## config.mk

```make
export PLATFORM = sky130hd
export DESIGN_NAME = mem_arbiter
export DESIGN_NICKNAME = d
export VERILOG_FILES = /design/src/rtl/mem_arbiter.sv
export SDC_FILE = /design/constraint.sdc
export NUM_CORES = 1
export LEC_CHECK = 0
export ABC_AREA = 1
export CORE_ASPECT_RATIO = 0.8
export CORE_MARGIN = 2
export CORE_UTILIZATION = 42
export DETAILED_ROUTE_END_ITERATION = 6
export GPL_TIMING_DRIVEN = 0
export PLACE_DENSITY_LB_ADDON = 0.12
export SKIP_LAST_GASP = 1
export SLEW_MARGIN = 5
export SYNTH_ARGS = -nofsm -noshare
export SYNTH_HDL_FRONTEND = slang
export SYNTH_SLANG_ARGS = --single-unit
```

## constraint.sdc

```tcl
create_clock -name clk -period 1.65 [get_ports clk]
set_input_delay 0.495 -clock clk [delete_from_list [all_inputs] [get_ports clk]]
set_output_delay 0.495 -clock clk [all_outputs]
set_load 0.005 [all_outputs]
```

## src/rtl/mem_arbiter.sv

```systemverilog
// ============================================================================
//  Module   : mem_arbiter
//  Purpose  : Two-port (instruction fetch / data) arbiter in front of a
//             single-ported memory with a fixed number of wait states.
//             Data requests win over fetch requests. Each access runs
//             IDLE -> ACCESS (WAIT_CYCLES+1 cycles) -> DONE (ack pulse)
//             -> IDLE.
//  Options  : `define ARB_STARVE_GUARD_EN to enable a 2-bit starvation
//             counter. After STARVE_MAX consecutive data wins made while
//             fetch was waiting, the next grant goes to fetch.
//  Ports    : clk, clrn (async active-low reset)
//             i_req/i_addr -> i_ack/i_rdata          fetch port
//             d_req/d_we/d_addr/d_wdata -> d_ack/d_rdata  data port
//             m_en/m_we/m_addr/m_wdata <- m_rdata     memory side
//             stall_if, stall_mem, busy               status (combinational)
//  Revision : 1.0  initial release
// ============================================================================
`timescale 1ns/1ps
`default_nettype none

module mem_arbiter #(
    parameter int WAIT_CYCLES = 2,
    parameter int STARVE_MAX  = 3
) (
    input  logic        clk,
    input  logic        clrn,
    input  logic        i_req,
    input  logic [31:0] i_addr,
    output logic        i_ack,
    output logic [31:0] i_rdata,
    input  logic        d_req,
    input  logic        d_we,
    input  logic [31:0] d_addr,
    input  logic [31:0] d_wdata,
    output logic        d_ack,
    output logic [31:0] d_rdata,
    output logic        m_en,
    output logic        m_we,
    output logic [31:0] m_addr,
    output logic [31:0] m_wdata,
    input  logic [31:0] m_rdata,
    output logic        stall_if,
    output logic        stall_mem,
    output logic        busy
);

    localparam logic [3:0] C_WAIT = 4'(WAIT_CYCLES);

    typedef enum logic [1:0] {
        S_IDLE   = 2'd0,
        S_ACCESS = 2'd1,
        S_DONE   = 2'd2
    } state_t;

    state_t     r_state;
    logic [3:0] r_cnt;
    logic       r_gnt_d;   // 1: current access belongs to the data port
    logic       r_we;      // latched write flag of the current access

    logic       w_force_fetch;
    logic       w_grant_d;
    logic       w_grant_i;

`ifdef ARB_STARVE_GUARD_EN
    localparam logic [1:0] C_STARVE_MAX = 2'(STARVE_MAX);

    logic [1:0] r_starve;

    assign w_force_fetch = (r_starve == C_STARVE_MAX);

    // Counts data wins taken while fetch was also waiting; any fetch grant
    // clears it. It only moves on an actual IDLE-state grant.
    always_ff @(posedge clk or negedge clrn) begin
        if (!clrn) begin
            r_starve <= 2'd0;
        end else if (r_state == S_IDLE) begin
            if (w_grant_i) begin
                r_starve <= 2'd0;
            end else if (w_grant_d && i_req) begin
                r_starve <= r_starve + 2'd1;
            end
        end
    end
`else
    logic w_unused_starve;

    assign w_force_fetch   = 1'b0;
    assign w_unused_starve = ^STARVE_MAX;
`endif

    // Data wins unless the starvation guard forces a pending fetch through.
    assign w_grant_d = d_req & ~(i_req & w_force_fetch);
    assign w_grant_i = i_req & ~w_grant_d;

    assign stall_if  = i_req & ~i_ack;
    assign stall_mem = d_req & ~d_ack;
    assign busy      = (r_state != S_IDLE);

    always_ff @(posedge clk or negedge clrn) begin
        if (!clrn) begin
            r_state <= S_IDLE;
            r_cnt   <= 4'd0;
            r_gnt_d <= 1'b0;
            r_we    <= 1'b0;
            m_en    <= 1'b0;
            m_we    <= 1'b0;
            m_addr  <= 32'd0;
            m_wdata <= 32'd0;
            i_ack   <= 1'b0;
            d_ack   <= 1'b0;
            i_rdata <= 32'd0;
            d_rdata <= 32'd0;
        end else begin
            case (r_state)
                S_IDLE: begin
                    i_ack <= 1'b0;
                    d_ack <= 1'b0;
                    m_en  <= 1'b0;
                    m_we  <= 1'b0;
                    if (w_grant_d || w_grant_i) begin
                        r_gnt_d <= w_grant_d;
                        r_cnt   <= C_WAIT;
                        m_en    <= 1'b1;
                        r_state <= S_ACCESS;
                        if (w_grant_d) begin
                            r_we    <= d_we;
                            m_addr  <= d_addr;
                            m_wdata <= d_wdata;
                            // With zero wait states the first ACCESS cycle
                            // is already the strobe cycle.
                            m_we    <= d_we && (C_WAIT == 4'd0);
                        end else begin
                            r_we    <= 1'b0;
                            m_addr  <= i_addr;
                        end
                    end
                end

                S_ACCESS: begin
                    if (r_cnt == 4'd0) begin
                        r_state <= S_DONE;
                        m_en    <= 1'b0;
                        m_we    <= 1'b0;
                        if (!r_we) begin
                            if (r_gnt_d) begin
                                d_rdata <= m_rdata;
                            end else begin
                                i_rdata <= m_rdata;
                            end
                        end
                        if (r_gnt_d) begin
                            d_ack <= 1'b1;
                        end else begin
                            i_ack <= 1'b1;
                        end
                    end else begin
                        r_cnt <= r_cnt - 4'd1;
                        // Strobe is registered: raise it for the cycle in
                        // which the counter will read zero.
                        m_we  <= r_we && (r_cnt == 4'd1);
                    end
                end

                S_DONE: begin
                    i_ack   <= 1'b0;
                    d_ack   <= 1'b0;
                    r_state <= S_IDLE;
                end

                default: begin
                    r_state <= S_IDLE;
                end
            endcase
        end
    end

endmodule

`default_nettype wire

```

==> qor.yml <==
max_freq_ghz: 0.594
hpwlAfterDp_mm: 12.7
drive_above_1_share_pct: 10.8
r2r-start: "r_cnt[0]$_DFFE_PN0P_"
switchingPower_w: 0.00585
cts_sinks: 140
via_per_inst: 4.85
synth_top_cell_area_share_pct: 60.4
intPower_w: 0.0112
worstPathArrival_ps: 1190
yosys.area.top_type: "dfrtp_1"
die_h_um: 109
r2r-end: "d_rdata[21]$_DFFE_PN0P_"
antenna_found_initial: 0
synth-seq-cells: 140
die_x_um: 135
maxSlewViolCount: 0
cts_max_level: 4
reg2reg_slack_ps: 90
clk_path_buf_depth: 2
final_cell_mix: "nand2_1 (302), dfrtp_1 (137), dlygate4sd2_1 (133), clkdlybuf4s50_1 (129), nor2_1 (69)"
synth-edff-count: 0
whs_ps: 26.5
crit_buf_inv: 2
total_leakage_power_nw: 4.84
start_kind: "flip-flop"
nets: 1102
wl_mm: 17.8
cts_buffers: 17
clock_latency_ps: 420
cts_root_buffer: "clkbuf_16"
rsz0062_at_grt: "true"
fin_cells: 1159
crit_slowest_cell: "dfrtp_1"
drv_cap: 0
irDropWorstVdd_uv: 1010
final_cell_area_um2: 9450
slowest_delay_ps: 380
dr_total_vias: 5625
async_flop_share_pct: 100
dpl.cell_count: 1102
setup_viol: 1
yosysSeqAreaShare_pct: 60.4
worst_hold_path_type: "in2async"
postRouteAntennaNets: 0
place_area_um2: 8730
crit_type: "reg2out"
die_area_um2: 14800
yosys_warnings: 0
p_per_area_nw_per_um2: 1800
relSlewSlack_pct: 63.8
cp-end-kind: "output port"
rows: 38
netlist_instances: 654
crit_fanout: 2
ioPinCount: 268
synth_area_per_cell_um2: 8.87
grt.overflow.total: 0
combPwrFrac_pct: 40.7
clk_pin_slew_ps: 60
core_um2: 13600
tightest_slew_ps: 543
synth_flop_cell: "dfrtp_1"
hold_violations: 0
wl_per_cell_um: 15.4
synth.distinct_cells: 26
post-place-ws_ps: -1070
cts_tree: "done"
clockPowerShare_pct: 23.6
cts_hold_buf: 0
drcViolationCount: 0
final_common_cell: "nand2_1"
grt_pass1_wl_mm: 27.7
period_minus_slack_ps: 1680
status: "finished with violations"
required_ps: 1150
violations: "setup timing"
grt_usage_pct: 24.4
layout_setup_ws_ps: -34.1
firstDrtPassIters: 5
start_util_pct: 42.8
place_congestion: 0.852
synthTopCellsByArea: "dfrtp_1 (60%), nand2_1 (20%), nor2_1 (4.5%)"
drt_iter0_markers: 269
grt_max_degree: 87
seqPwrFrac_pct: 35.7
antenna-diode-count: 0
fin_crit_sh_pct: 102
grt_pass1_vias: 5568
crit_family: "buffers and inverters"
io_buffers: 267
clock_skew_ps: 7.87
area_growth_syn_to_layout_pct: 62.8
path_cells: "buf_4, dlygate4sd2_1"
synth_nets: 790
synthesis.area_um2: 5800
r2r_cells: 8
swShare_pct: 34.3
-- through the flow --
| stage | total power [W] | utilization [%] | setup TNS (ps) |
|---|---|---|---|
| 6_report | 0.0170 | 69.7 | -34.1 |
| 5_1_grt | 0.0183 | 69.7 | -378 |
| 4_1_cts | 0.0170 | 68.9 | -322 |
| 3_5_place_dp | 0.0137 | 64.4 | -26170 |
| 3_3_place_gp | 0.0135 | 64.2 | -776760 |
| 2_1_floorplan | 0.00905 | - | 0 |
-- state kept, by name (all words and copies together) (netlist names) --
register,flops
i_ack,1
m_addr,32
r_gnt_d,1
r_state,2
m_we,1
m_wdata,32
d_ack,1
r_cnt,4
m_en,1
d_rdata,32
i_rdata,32
r_we,1
-- timing repair --
item,4_1_cts,5_1_grt
buffers inserted,17,8
pin swaps,1,5
endpoints found under the setup margin,141,63
cloned,0,1
endpoints found under the hold margin,0,0
gates resized for setup,154,22
-- worst register-to-register path: stages (launching register included) --
cell and delay, ps:
dfrtp_2 430, inv_2 80, ha_2 230, nand3_4 110, nor3_4 230, buf_12 150
buf_2 150, nand2_1 60, nand2_1 60
-- power groups by stage --
stage               clock network, W  registers (W)  logic [W]
floorplan                          0        0.00624    0.00282
finish                       0.00401        0.00608    0.00693
global route                 0.00426        0.00630    0.00772
global placement                   0        0.00611    0.00735
CTS                          0.00409        0.00606    0.00680
detailed placement                 0        0.00618    0.00752
-- worst max path at each step --
stage / startpoint / endpoint / slack (ps) / cells past startpoint
3_5_place_dp: d_req / stall_mem / -1070 / 5
4_1_cts: d_req / stall_mem / -200 / 5
6_report: i_ack$_DFFE_PN0P_ / i_ack / -30 / 2
5_1_grt: i_ack$_DFFE_PN0P_ / i_ack / -80 / 2
2_1_floorplan: d_req / stall_mem / 200 / 3
3_3_place_gp: clrn / m_wdata[6]$_DFFE_PN0P_ / -5400 / 1
-- cell type report --
class / instances / area [um2]
fill: 1110 / 4100
sequential: 140 / 3510
inverter: 11 / 41.3
timing repair buffer: 293 / 2720
tap: 180 / 225
clock inverter: 10 / 136
multi-input combinational: 468 / 2090
buffer: 35 / 230
clock buffer: 22 / 494
-- cell usage after synthesis (2+ instances only) --
master and n:
nand3_2 2, dfrtp_1 140, nand3_1 38, nand2_1 302
ha_1 3, inv_2 2, buf_4 5, buf_2 8
inv_1 9, nor3_4 2, buf_6 6, o31ai_1 32
clkbuf_1 13, o21ai_1 2, nand2_2 2, nor2_1 70
buf_1 3, o21ai_0 7
-- cells by family after synthesis --
kind of cell	share of synthesized area (%)
simple gates	29.5
fa+ha+maj	0.647
buf+inv	4.25
flops	60.4
compound gates	5.07
xor+xnor	0.151
-- metal layers --
layer / share of wire [%] / global-route usage, % / vias up
met5: 0 / 0 / -
met4: 1.7 / 7.89 / 0
met3: 9.4 / 9.81 / 23
met2: 48 / 40.2 / 217
met1: 41 / 29.5 / 2690
li1: - / - / 2695
Note: power is estimated with default switching activity, not from simulation.
